## config.mk

```make
export PLATFORM = sky130hd
export DESIGN_NAME = issue_scoreboard
export DESIGN_NICKNAME = d
export VERILOG_FILES = /design/src/rtl/issue_scoreboard.sv
export SDC_FILE = /design/constraint.sdc
export NUM_CORES = 1
export LEC_CHECK = 0
export ABC_AREA = 1
export CORE_MARGIN = 1
export CORE_UTILIZATION = 52
export CTS_BUF_LIST = sky130_fd_sc_hd__clkbuf_16
export CTS_CLUSTER_SIZE = 40
export DETAILED_ROUTE_END_ITERATION = 6
export GPL_TIMING_DRIVEN = 0
export MAX_ROUTING_LAYER = met4
export PLACE_DENSITY_LB_ADDON = 0.05
export SETUP_SLACK_MARGIN = 0.15
export SLEW_MARGIN = 20
export SYNTH_ARGS = -nofsm -noshare
export SYNTH_HDL_FRONTEND = slang
export SYNTH_SLANG_ARGS = --single-unit
```

## constraint.sdc

```tcl
create_clock -name clk -period 3.8 [get_ports clk]
set_input_delay 0.76 -clock clk [delete_from_list [all_inputs] [get_ports clk]]
set_output_delay 0.76 -clock clk [all_outputs]
set_load 0.1 [all_outputs]
```

## src/rtl/issue_scoreboard.sv

```systemverilog
// -----------------------------------------------------------------------------
// issue_scoreboard
//
// Issue controller sitting between the instruction decode unit (idu) and the
// execute unit (exu).
//   * Keeps one busy bit per GPR for every register write that has been issued
//     but not yet completed.
//   * Holds back a decoded instruction on a RAW or WAW hazard, and limits the
//     number of issued-but-uncompleted instructions to MAX_INFLIGHT.
//   * On ebreak or an invalid instruction, stops issuing, waits for all
//     in-flight work to complete, then parks the core in a halted state.
//
// Optional feature macro: SCOREBOARD_WB_BYPASS_EN
//   defined   : a register cleared by this cycle's completion already counts as
//               not busy in the hazard check, so a dependent instruction can
//               issue in the same cycle as the completion.
//   undefined : the hazard check uses the registered busy vector only, so a
//               dependent instruction issues at the earliest one cycle after
//               its producer completes.
//
// Handshake (decode side and issue side share one decision):
//   An instruction moves from idu to exu in a cycle where dec_valid_i and
//   dec_ready_o are both high. This is a zero-cycle pass-through with no
//   buffering: iss_valid_o is dec_valid_i qualified by the scoreboard's
//   can-issue decision, and dec_ready_o is that same decision qualified by
//   iss_ready_i. Neither ready depends on the opposite valid, so no
//   combinational loop forms through this block.
//
// Ports:
//   clk, rst_n         clock, synchronous active-low reset
//   dec_valid_i        decoded instruction valid
//   dec_ready_o        scoreboard accepts the instruction this cycle
//   dec_rs1_i/_use_    source 1 index / source 1 is read
//   dec_rs2_i/_use_    source 2 index / source 2 is read
//   dec_rd_i/_use_     destination index / destination is written
//   dec_halt_i         instruction is ebreak or invalid
//   dec_invld_i        qualifies dec_halt_i: 1 = invalid, 0 = ebreak
//   iss_valid_o        issue to exu
//   iss_ready_i        exu accepts
//   cmp_valid_i        one instruction completed
//   cmp_wen_i          the completion writes a GPR
//   cmp_rd_i           completion destination
//   busy_o             busy vector (debug)
//   inflight_o         number of issued-but-uncompleted instructions
//   halted_o           core halted
//   halt_cause_o       0 = ebreak, 1 = invalid instruction
//   proto_err_o        sticky protocol error
//   state_o            controller state (debug): 0 = RUN, 1 = DRAIN, 2 = HALT
// -----------------------------------------------------------------------------
module issue_scoreboard #(
  parameter int REG_ADDR_WIDTH = 5,
  parameter int NUM_REGS       = 32,
  parameter int MAX_INFLIGHT   = 4,
  parameter int CNT_WIDTH      = 3
) (
  input  logic                      clk,
  input  logic                      rst_n,
  input  logic                      dec_valid_i,
  output logic                      dec_ready_o,
  input  logic [REG_ADDR_WIDTH-1:0] dec_rs1_i,
  input  logic                      dec_use_rs1_i,
  input  logic [REG_ADDR_WIDTH-1:0] dec_rs2_i,
  input  logic                      dec_use_rs2_i,
  input  logic [REG_ADDR_WIDTH-1:0] dec_rd_i,
  input  logic                      dec_use_rd_i,
  input  logic                      dec_halt_i,
  input  logic                      dec_invld_i,
  output logic                      iss_valid_o,
  input  logic                      iss_ready_i,
  input  logic                      cmp_valid_i,
  input  logic                      cmp_wen_i,
  input  logic [REG_ADDR_WIDTH-1:0] cmp_rd_i,
  output logic [NUM_REGS-1:0]       busy_o,
  output logic [CNT_WIDTH-1:0]      inflight_o,
  output logic                      halted_o,
  output logic                      halt_cause_o,
  output logic                      proto_err_o,
  output logic [1:0]                state_o
);

  localparam logic [CNT_WIDTH-1:0]      LP_MAX  = CNT_WIDTH'(MAX_INFLIGHT);
  localparam logic [CNT_WIDTH-1:0]      LP_ONE  = CNT_WIDTH'(1);
  localparam logic [REG_ADDR_WIDTH-1:0] LP_X0   = '0;

  typedef enum logic [1:0] {
    ST_RUN   = 2'd0,
    ST_DRAIN = 2'd1,
    ST_HALT  = 2'd2
  } state_t;

  // ---------------------------------------------------------------------------
  // State
  // ---------------------------------------------------------------------------
  state_t               r_state;
  logic [NUM_REGS-1:0]  r_busy;
  logic [CNT_WIDTH-1:0] r_inflight;
  logic                 r_halt_cause;
  logic                 r_proto_err;

  // ---------------------------------------------------------------------------
  // Combinational signals
  // ---------------------------------------------------------------------------
  state_t               w_state_nxt;
  logic                 w_halt_cause_nxt;
  logic [NUM_REGS-1:0]  w_clr_mask;
  logic [NUM_REGS-1:0]  w_set_mask;
  logic [NUM_REGS-1:0]  w_busy_eff;
  logic [NUM_REGS-1:0]  w_busy_nxt;
  logic [CNT_WIDTH-1:0] w_inflight_nxt;
  logic                 w_proto_err_nxt;
  logic                 w_cmp_clr;
  logic                 w_cmp_dec;
  logic                 w_hz_rs1;
  logic                 w_hz_rs2;
  logic                 w_hz_rd;
  logic                 w_hz;
  logic                 w_room;
  logic                 w_can_issue;
  logic                 w_fire;
  logic                 w_halt_req;
  logic                 w_err_empty;
  logic                 w_err_halted;
  logic                 w_err_not_busy;

  // A completion only touches the busy vector when it writes a real GPR.
  assign w_cmp_clr = cmp_valid_i & cmp_wen_i & (cmp_rd_i != LP_X0);

  always_comb begin
    w_clr_mask = '0;
    if (w_cmp_clr) begin
      w_clr_mask[cmp_rd_i] = 1'b1;
    end
  end

`ifdef SCOREBOARD_WB_BYPASS_EN
  // The completing register is already free as far as the hazard check goes.
  assign w_busy_eff = r_busy & ~w_clr_mask;
`else
  assign w_busy_eff = r_busy;
`endif

  // ---------------------------------------------------------------------------
  // Hazard detection. x0 never carries a dependency.
  // ---------------------------------------------------------------------------
  assign w_hz_rs1 = dec_use_rs1_i & (dec_rs1_i != LP_X0) & w_busy_eff[dec_rs1_i];
  assign w_hz_rs2 = dec_use_rs2_i & (dec_rs2_i != LP_X0) & w_busy_eff[dec_rs2_i];
  assign w_hz_rd  = dec_use_rd_i  & (dec_rd_i  != LP_X0) & w_busy_eff[dec_rd_i];
  assign w_hz     = w_hz_rs1 | w_hz_rs2 | w_hz_rd;

  // A full window still admits a new instruction when one retires this cycle,
  // keeping the count at MAX_INFLIGHT.
  assign w_room = (r_inflight < LP_MAX) | cmp_valid_i;

  // A halting instruction is never issued; it only steers the controller.
  assign w_can_issue = (r_state == ST_RUN) & ~dec_halt_i & ~w_hz & w_room;

  assign iss_valid_o = dec_valid_i & w_can_issue;
  assign dec_ready_o = w_can_issue & iss_ready_i;
  assign w_fire      = dec_valid_i & dec_ready_o;

  // The halt request beats any hazard on the same instruction.
  assign w_halt_req  = (r_state == ST_RUN) & dec_valid_i & dec_halt_i;

  // ---------------------------------------------------------------------------
  // Busy vector update: clear from completion, then set from issue, so the set
  // wins when both hit the same register.
  // ---------------------------------------------------------------------------
  always_comb begin
    w_set_mask = '0;
    if (w_fire && dec_use_rd_i && (dec_rd_i != LP_X0)) begin
      w_set_mask[dec_rd_i] = 1'b1;
    end
  end

  assign w_busy_nxt = (r_busy & ~w_clr_mask) | w_set_mask;

  // ---------------------------------------------------------------------------
  // In-flight counter. A completion with nothing outstanding is ignored by the
  // counter (and flagged below) so the count never wraps.
  // ---------------------------------------------------------------------------
  assign w_cmp_dec = cmp_valid_i & (r_inflight != '0);

  always_comb begin
    w_inflight_nxt = r_inflight;
    unique case ({w_fire, w_cmp_dec})
      2'b10:   w_inflight_nxt = r_inflight + LP_ONE;
      2'b01:   w_inflight_nxt = r_inflight - LP_ONE;
      default: w_inflight_nxt = r_inflight;
    endcase
  end

  // ---------------------------------------------------------------------------
  // Protocol errors (sticky until reset).
  // Clearing a register that is not busy also covers the set-and-clear
  // collision on one register when no bypass is present: the hazard check only
  // lets that write issue if the register was already idle. With the bypass, a
  // completion freeing a register that a new write immediately reclaims is
  // legal and only the set is kept.
  // ---------------------------------------------------------------------------
  assign w_err_empty    = cmp_valid_i & (r_inflight == '0);
  assign w_err_halted   = cmp_valid_i & (r_state == ST_HALT);
  assign w_err_not_busy = w_cmp_clr & ~r_busy[cmp_rd_i];

  assign w_proto_err_nxt = r_proto_err | w_err_empty | w_err_halted | w_err_not_busy;

  // ---------------------------------------------------------------------------
  // Controller FSM: next state
  // ---------------------------------------------------------------------------
  always_comb begin
    w_state_nxt      = r_state;
    w_halt_cause_nxt = r_halt_cause;
    unique case (r_state)
      ST_RUN: begin
        if (w_halt_req) begin
          w_state_nxt      = ST_DRAIN;
          w_halt_cause_nxt = dec_invld_i;
        end
      end
      ST_DRAIN: begin
        // Uses the registered count: the halt is entered one cycle after the
        // last completion has been absorbed.
        if (r_inflight == '0) begin
          w_state_nxt = ST_HALT;
        end
      end
      ST_HALT: begin
        w_state_nxt = ST_HALT;
      end
      default: begin
        w_state_nxt = ST_RUN;
      end
    endcase
  end

  // ---------------------------------------------------------------------------
  // Registers
  // ---------------------------------------------------------------------------
  always_ff @(posedge clk) begin
    if (!rst_n) begin
      r_state      <= ST_RUN;
      r_busy       <= '0;
      r_inflight   <= '0;
      r_halt_cause <= 1'b0;
      r_proto_err  <= 1'b0;
    end else begin
      r_state      <= w_state_nxt;
      r_busy       <= w_busy_nxt;
      r_inflight   <= w_inflight_nxt;
      r_halt_cause <= w_halt_cause_nxt;
      r_proto_err  <= w_proto_err_nxt;
    end
  end

  // ---------------------------------------------------------------------------
  // Outputs
  // ---------------------------------------------------------------------------
  assign busy_o       = r_busy;
  assign inflight_o   = r_inflight;
  assign halted_o     = (r_state == ST_HALT);
  assign halt_cause_o = r_halt_cause;
  assign proto_err_o  = r_proto_err;
  assign state_o      = r_state;

endmodule
```

[After elaboration in Yosys (flattened, before gate mapping)]
Cells that the tools add are included.
Word-level totals
  register bits: 39
  input bits: 31
  word-level logic and storage cells: 84
Operators by class
  add/subtract/negate cells: 2
  magnitude comparators: 7
  equal/unequal tests: 6
  multiplexer cells: 18
  bitwise gates (word level): 32
  reduce and logical (&&, ||, !) cells: 14
Operators by type and width (count)
  2-to-1 mux 32 bit: 2
  AND 32 bit: 1
  inverter 32 bit: 1
  bitwise OR 32 bit: 1
  < comparator 5 x 6 -> 1 bit (second input constant): 4
  AND 1 bit: 20
  binary-select mux 1 bit (select 5 bit): 4
  nonzero test 5 bit: 4
  demux 1 bit (select 5 bit): 2
  greater-or-equal comparator 5 x 1 -> 1 bit (second input constant): 2
  2-to-1 mux 1 bit: 6
  bitwise OR 1 bit: 6
  one-hot mux 2 bit (3 select lines): 1
  one-hot mux 3 bit (2 select lines): 1
  == test 2 x 1 -> 1 bit (second input constant): 2
  == test 2 bit (second input constant): 2
  logical AND 1 bit: 4
  2-to-1 mux 2 bit: 2
  != test 2 bit (second input constant): 2
  AND reduction 2 bit: 2
  adder 3 x 1 -> 3 bit (second input constant): 1
  logical NOT 3 bit: 1
  < comparator 3 bit (second input constant): 1
  inverter 1 bit: 3
  4 further kinds: 4

[Logic depth before layout (Yosys ltp)]
  depth after elaboration: 14
  gate-level depth with buffers: 23
  depth with buffers taken out: 20

[Least setup slack after synthesis]
OpenSTA, ideal clock, no wires.
  path type: input to output
  from: input port dec_rd_i[0]
  to: output port dec_ready_o
  arrival: 3.827 ns
  required time: 3.040 ns
  slack: -0.787 ns
  cell stages on the path: 13
  path buffers: 2
  path through: buf_6 -> buf_2 -> nand2_1 -> nand2_1 -> nand2_1 -> nand2_1 -> nand2_1 -> nand2_1 -> nor2_1 -> nand2_1 -> nand2_1 -> nand3_2 -> nor3b_1
Between the ends
  cells in the longest elaborated chain, start to end: 8
  elaborated cells between the ends (all ways): 10
  those cells by class: mux (2); bitwise (7); reduce/logical (1)
RTL lines
  start: declaration: RTL line 64  | input logic [REG_ADDR_WIDTH-1:0] dec_rd_i,
  binary-select mux 1 bit (select 5 bit) or nonzero test 5 bit (tied branches): RTL line 147  | assign w_hz_rd = dec_use_rd_i & (dec_rd_i != LP_X0) & w_busy_eff[dec_rd_i];
  2-to-1 mux 1 bit (not written as such) or AND 1 bit (tied branches): RTL line 147
  AND 1 bit (*): RTL line 147
  bitwise OR 1 bit (*): RTL line 148  | assign w_hz = w_hz_rs1 | w_hz_rs2 | w_hz_rd;
  inverter 1 bit (*): RTL line 155  | assign w_can_issue = (r_state == ST_RUN) & ~dec_halt_i & ~w_hz & w_room;
  AND 1 bit (*) (2 in series): RTL line 155
  AND 1 bit (*): RTL line 158  | assign dec_ready_o = w_can_issue & iss_ready_i;
  end: declaration: RTL line 59  | output logic dec_ready_o,
Mark *: on every way between the ends. The rest lies on a longest branch, timed or not. The select of a mux whose other input is x is not followed.

[Worst setup path after layout]
  from: input port dec_rs1_i[0]
  to: register r_inflight[2] (netlist: inflight_o[2])
Between the ends
  cells in the longest elaborated chain, start to end: 12
  elaborated cells between the ends (all ways): 16
  those cells by class: eq/ne (2); mux (3); bitwise (9); reduce/logical (2)
RTL lines
  start: declaration: RTL line 60  | input logic [REG_ADDR_WIDTH-1:0] dec_rs1_i,
  binary-select mux 1 bit (select 5 bit) or nonzero test 5 bit (tied branches): RTL line 145  | assign w_hz_rs1 = dec_use_rs1_i & (dec_rs1_i != LP_X0) & w_busy_eff[dec_rs1_i];
  2-to-1 mux 1 bit (not written as such) or AND 1 bit (tied branches): RTL line 145
  AND 1 bit (*): RTL line 145
  bitwise OR 1 bit (*) (2 in series): RTL line 148
  inverter 1 bit (*): RTL line 155
  AND 1 bit (*) (2 in series): RTL line 155
  AND 1 bit (*): RTL line 158
  AND 1 bit (*): RTL line 159  | assign w_fire = dec_valid_i & dec_ready_o;
  == test 2 x 1 -> 1 bit or == test 2 bit (tied branches): RTL line 185  | unique case ({w_fire, w_cmp_dec})
  one-hot mux 3 bit (2 select lines) or nonzero test 2 bit (tied branches)
  end signal: assignment: RTL line 248  | r_inflight <= w_inflight_nxt;
  end: declaration: RTL line 96  | logic [CNT_WIDTH-1:0] r_inflight;
Marked as above.
A chain may end at the register's enable or synchronous reset.

==> results <==
- The number of nets in the final layout is between 700 and 800.
- In the global route stage, met1 resource usage came out at 0.4799.
- The required time at the worst-slack endpoint is ~4.0 ns.
- The initial antenna violation count is 0.
- The via count of the first global-routing pass came to between 3,000 and 4,000.
- The post-synthesis net count is about 630.
- The total inserted antenna cells is 0.
- TritonCTS built the clock tree.
- The floorplan has 28 rows.
- The last weighted congestion value of the routability-driven placer is between 1 and 1.5.
- In the layout the commonest cells are sky130_fd_sc_hd__nand2_1 (177), sky130_fd_sc_hd__inv_1 (66), sky130_fd_sc_hd__clkdlybuf4s50_1 (64).
- The clock reaches the later pin of the worst-skew pair after 0.29 ns.
- The Yosys step of the flow raised 0 warnings.
- Of all nets on the critical path, the largest fanout is 10.
- The proportion of synthesized chip area in sequential cells is 0.2324.
- The maximum clock frequency is 285.2 MHz.
- The first-pass GRT wire length is roughly 19 mm.
- Synthesis produced a netlist whose cell count is around 600.
- Setup repair after global routing left no endpoint under its margin.
- The clock arrives with between 0.008 and 0.009 ns of skew.
- The I/O pin total is 73.
- The routed design has between 10 and 15 mm of wire.
- The most frequent standard cell in the layout excluding fill and tap cells is sky130_fd_sc_hd__nand2_1.
- The cell count after placement is 735.
- Using the TritonRoute via totals, the vias-per-cell ratio works out to about 6.
- The clock period minus worst slack is ~3.5 ns.
- The die is between 80 and 90 µm tall.
- The clock edge transition at the registers on the reported setup and hold paths is about 0.070 ns.
- Counting instances, the worst hold path has a depth of 2.
- The area growth from synthesis to final layout is 28.98%.
- The starting DRC count in detailed routing is roughly 560.
- The power per unit of standard cell area is roughly 330 nW/µm².
- For this run, design rule violations remaining after detail routing come to 0.
- The clock tree synthesis step divided the H-tree into 2 levels.
- The worst IR drop on VDD is roughly 340 µV.
- The average size of a mapped cell is 5.665 µm².
- The longest clock path from root to sink contains 2 buffers.
- The slew of the pin with the lowest slew margin is between 0.9 and 1 ns.
- The max-slew violation count is 0.
- The synthesized design contains 39 register bits.
- The critical path arrival is ~3.7 ns.
- The global routing stage identified its most utilized layer as met2.
- Summed over all cells, the static leakage comes to roughly 1.7 nW.
- The worst hold path begins at halt_cause_o.
- The flow ran to the end, and the final reports show no timing, DRC or antenna violations.
- The initial utilization of the core area, before any placement, comes to 0.5543.
- The area inside the core boundary is ~6100 µm².
- The total number of vias is about 4,500.
- The count of endpoints failing hold in the final timing report was 0.
- In this run the worst hold path is classified as reg2reg.
- The non-filler instance count after layout is 745.
- The setup path with the least slack is of type in2reg.
- The wire-length estimate of the detail-placed layout is about 9.5 mm.
- The register-to-register setup slack is ~0.95 ns.
- After detailed placement, the total cell area comes to between 4000 and 5000 µm².
- The end point of the most critical hold path is halt_cause_o.
- The startpoint type of the worst setup path is a primary input.
- In the global route stage, met3 resource usage came out at 0.08132.
- The reg-to-reg endpoint is inflight_o[2].
- The biggest area contributor in the post-synthesis netlist is sky130_fd_sc_hd__dfxtp_1.
- Entering global routing, the biggest net connects 15 pins.
- Max-cap violations in this run came to 0.
- The cell chosen for the clock root is sky130_fd_sc_hd__clkbuf_16.
- Among all flip-flop cells after synthesis, the most frequent one is sky130_fd_sc_hd__dfxtp_1.
- For this run, the total global-route usage over all layers was measured as 0.3980.
- The die footprint is 6786 µm².
- The floorplan die width is just over 80 µm.
- Of the post-synthesis cell area, the dominant cell type holds 0.2324.
- The count of buffers inserted at the top-level ports is 67.
- By area the synthesized netlist is led by sky130_fd_sc_hd__dfxtp_1 (23%), sky130_fd_sc_hd__nand2_1 (20%), sky130_fd_sc_hd__inv_1 (7.4%).
- The worst slew margin relative to its limit is 0.3470.
- The clock sink count is 39.
- The global-route track usage on met2 is 0.6364.
- In this run the critical register-to-register path is launched from busy_o[6].
- The number of synthesized flops with an enable pin is 0.
- Of the available clock period, the critical path in the final layout requires 0.9227.
- The remaining number of nets flagged by the antenna check after routing is 0.
- Setup violations remaining at the end of the flow were counted as 0.
- Before antenna repair, the detailed router went through 5 iterations.
- The type of element capturing the critical path is a register.
- The area of the mapped netlist is about 3400 µm².
- The netlist uses 31 different library cells.
- The total overflow left after global routing is 0.
- The share of post-route cells with drive strength above 1 is 0.07164.
- For this run, asynchronously set or reset flops after synthesis account for 0.
- The post-detailed-route wirelength per cell is 17.42 µm.
- Once layout is done, the placed cells without fillers occupy around 4300 µm².
- The worst-case reg-to-reg path depth is 20.
- TritonCTS created 5 clock buffers.
## timing repair
| item | CTS | global route |
|---|---|---|
| hold buffers | 0 | 0 |
| endpoints found under the setup margin | 3 | 4 |
| gates cloned | 0 | 0 |
| pin swaps | 1 | 1 |
| setup buffers | 1 | 1 |
| resized for setup | 15 | 13 |
## cells by family after synthesis
logic type,count (synthesis),synth area share
AND/OR/NAND/NOR,330,0.4246
flip-flops,39,0.2324
adder cells (fa/ha/maj),5,0.02086
AO/OA/AOI/OAI,116,0.1862
buffers and inverters,103,0.1359
## cell type report
| type | count | area [µm²] |
|---|---|---|
| Clock buffer | 5 | 125.1 |
| Timing Repair Buffer | 69 | 699.4 |
| Fill cell | 572 | 1728 |
| Inverter | 73 | 274.0 |
| Sequential cell | 39 | 780.7 |
| Clock inverter | 3 | 23.77 |
| Buffer | 30 | 196.4 |
| Tap cell | 75 | 93.84 |
| Multi-Input combinational cell | 451 | 2140 |
## worst max-delay path: stages
cell,delay (ns)
sky130_fd_sc_hd__clkdlybuf4s50_1,0.51
sky130_fd_sc_hd__buf_6,0.16
sky130_fd_sc_hd__buf_6,0.14
sky130_fd_sc_hd__nand2_1,0.05
sky130_fd_sc_hd__nand3_1,0.09
sky130_fd_sc_hd__nand3_1,0.07
sky130_fd_sc_hd__nand2_1,0.07
sky130_fd_sc_hd__nand2_1,0.05
sky130_fd_sc_hd__nand3_1,0.08
sky130_fd_sc_hd__nand2_1,0.08
sky130_fd_sc_hd__nor2_4,0.23
sky130_fd_sc_hd__nor3_4,0.08
sky130_fd_sc_hd__buf_6,0.15
sky130_fd_sc_hd__nand2_1,0.06
sky130_fd_sc_hd__ha_1,0.13
sky130_fd_sc_hd__inv_1,0.08
sky130_fd_sc_hd__fa_2,0.36
sky130_fd_sc_hd__a21oi_1,0.19
sky130_fd_sc_hd__o21ai_1,0.13
sky130_fd_sc_hd__o21ai_0,0.16
sky130_fd_sc_hd__a21oi_1,0.06
## routing by layer
| metal | vias up | share of wire |
|---|---|---|
| met4 | 0 | 0.036 |
| li1 | 2117 | - |
| met3 | 44 | 0.11 |
| met5 | - | 0 |
| met2 | 290 | 0.46 |
| met1 | 2006 | 0.39 |
## power breakdown
group          leakage, nW  total [mW]  switching, mW  internal [mW]
Combinational         1.35       0.548          0.388          0.160
Clock               0.0664       0.435          0.189          0.246
Sequential           0.315       0.439         0.0137          0.426
Total                 1.73        1.42          0.591          0.832
## how the worst max path moves through the flow
stage / start / end / depth (start not counted) / slack, ns
global route: dec_rs1_i[0] / inflight_o[2] / 21 / 0.12
global placement: dec_rs2_i[0] / iss_valid_o / 12 / -0.82
detailed placement: dec_rs2_i[0] / iss_valid_o / 12 / -0.88
floorplan: dec_rd_i[0] / dec_ready_o / 13 / 0.20
finish: dec_rs1_i[0] / inflight_o[2] / 21 / 0.29
CTS: dec_rs2_i[0] / iss_valid_o / 12 / 0.16
## cell usage after synthesis, types with 8 or more instances
library cell and count:
sky130_fd_sc_hd__dfxtp_1 39, sky130_fd_sc_hd__inv_1 66, sky130_fd_sc_hd__o22ai_1 8, sky130_fd_sc_hd__a21oi_1 40, sky130_fd_sc_hd__o21ai_1 10, sky130_fd_sc_hd__nand2_1 177, sky130_fd_sc_hd__nor2_1 57, sky130_fd_sc_hd__nand4_1 32
sky130_fd_sc_hd__o21ai_0 45, sky130_fd_sc_hd__nand3_1 39, sky130_fd_sc_hd__buf_2 14, sky130_fd_sc_hd__nor3_1 17
## through the flow
step                setup TNS (ns)  power, mW  utilization  hold WS, ns  setup slack, ns
floorplan                        0     0.8384            -       0.8576           0.2029
global placement            -1.717     0.9624       0.6813       0.4330          -0.8191
detailed placement          -1.897     0.9749       0.6813       0.4379          -0.8769
CTS                              0      1.402       0.7079       0.4472           0.1561
global route                     0      1.480       0.7149       0.4745           0.1205
finish                           0      1.423       0.7149       0.4433           0.2937
## sequential cells by signal (all words and copies together), names as in the netlist
signal and flops:
busy_o 32, halt_cause_o 1, inflight_o 3, proto_err_o 1, state_o 2
(Power assumes the default switching activity.)
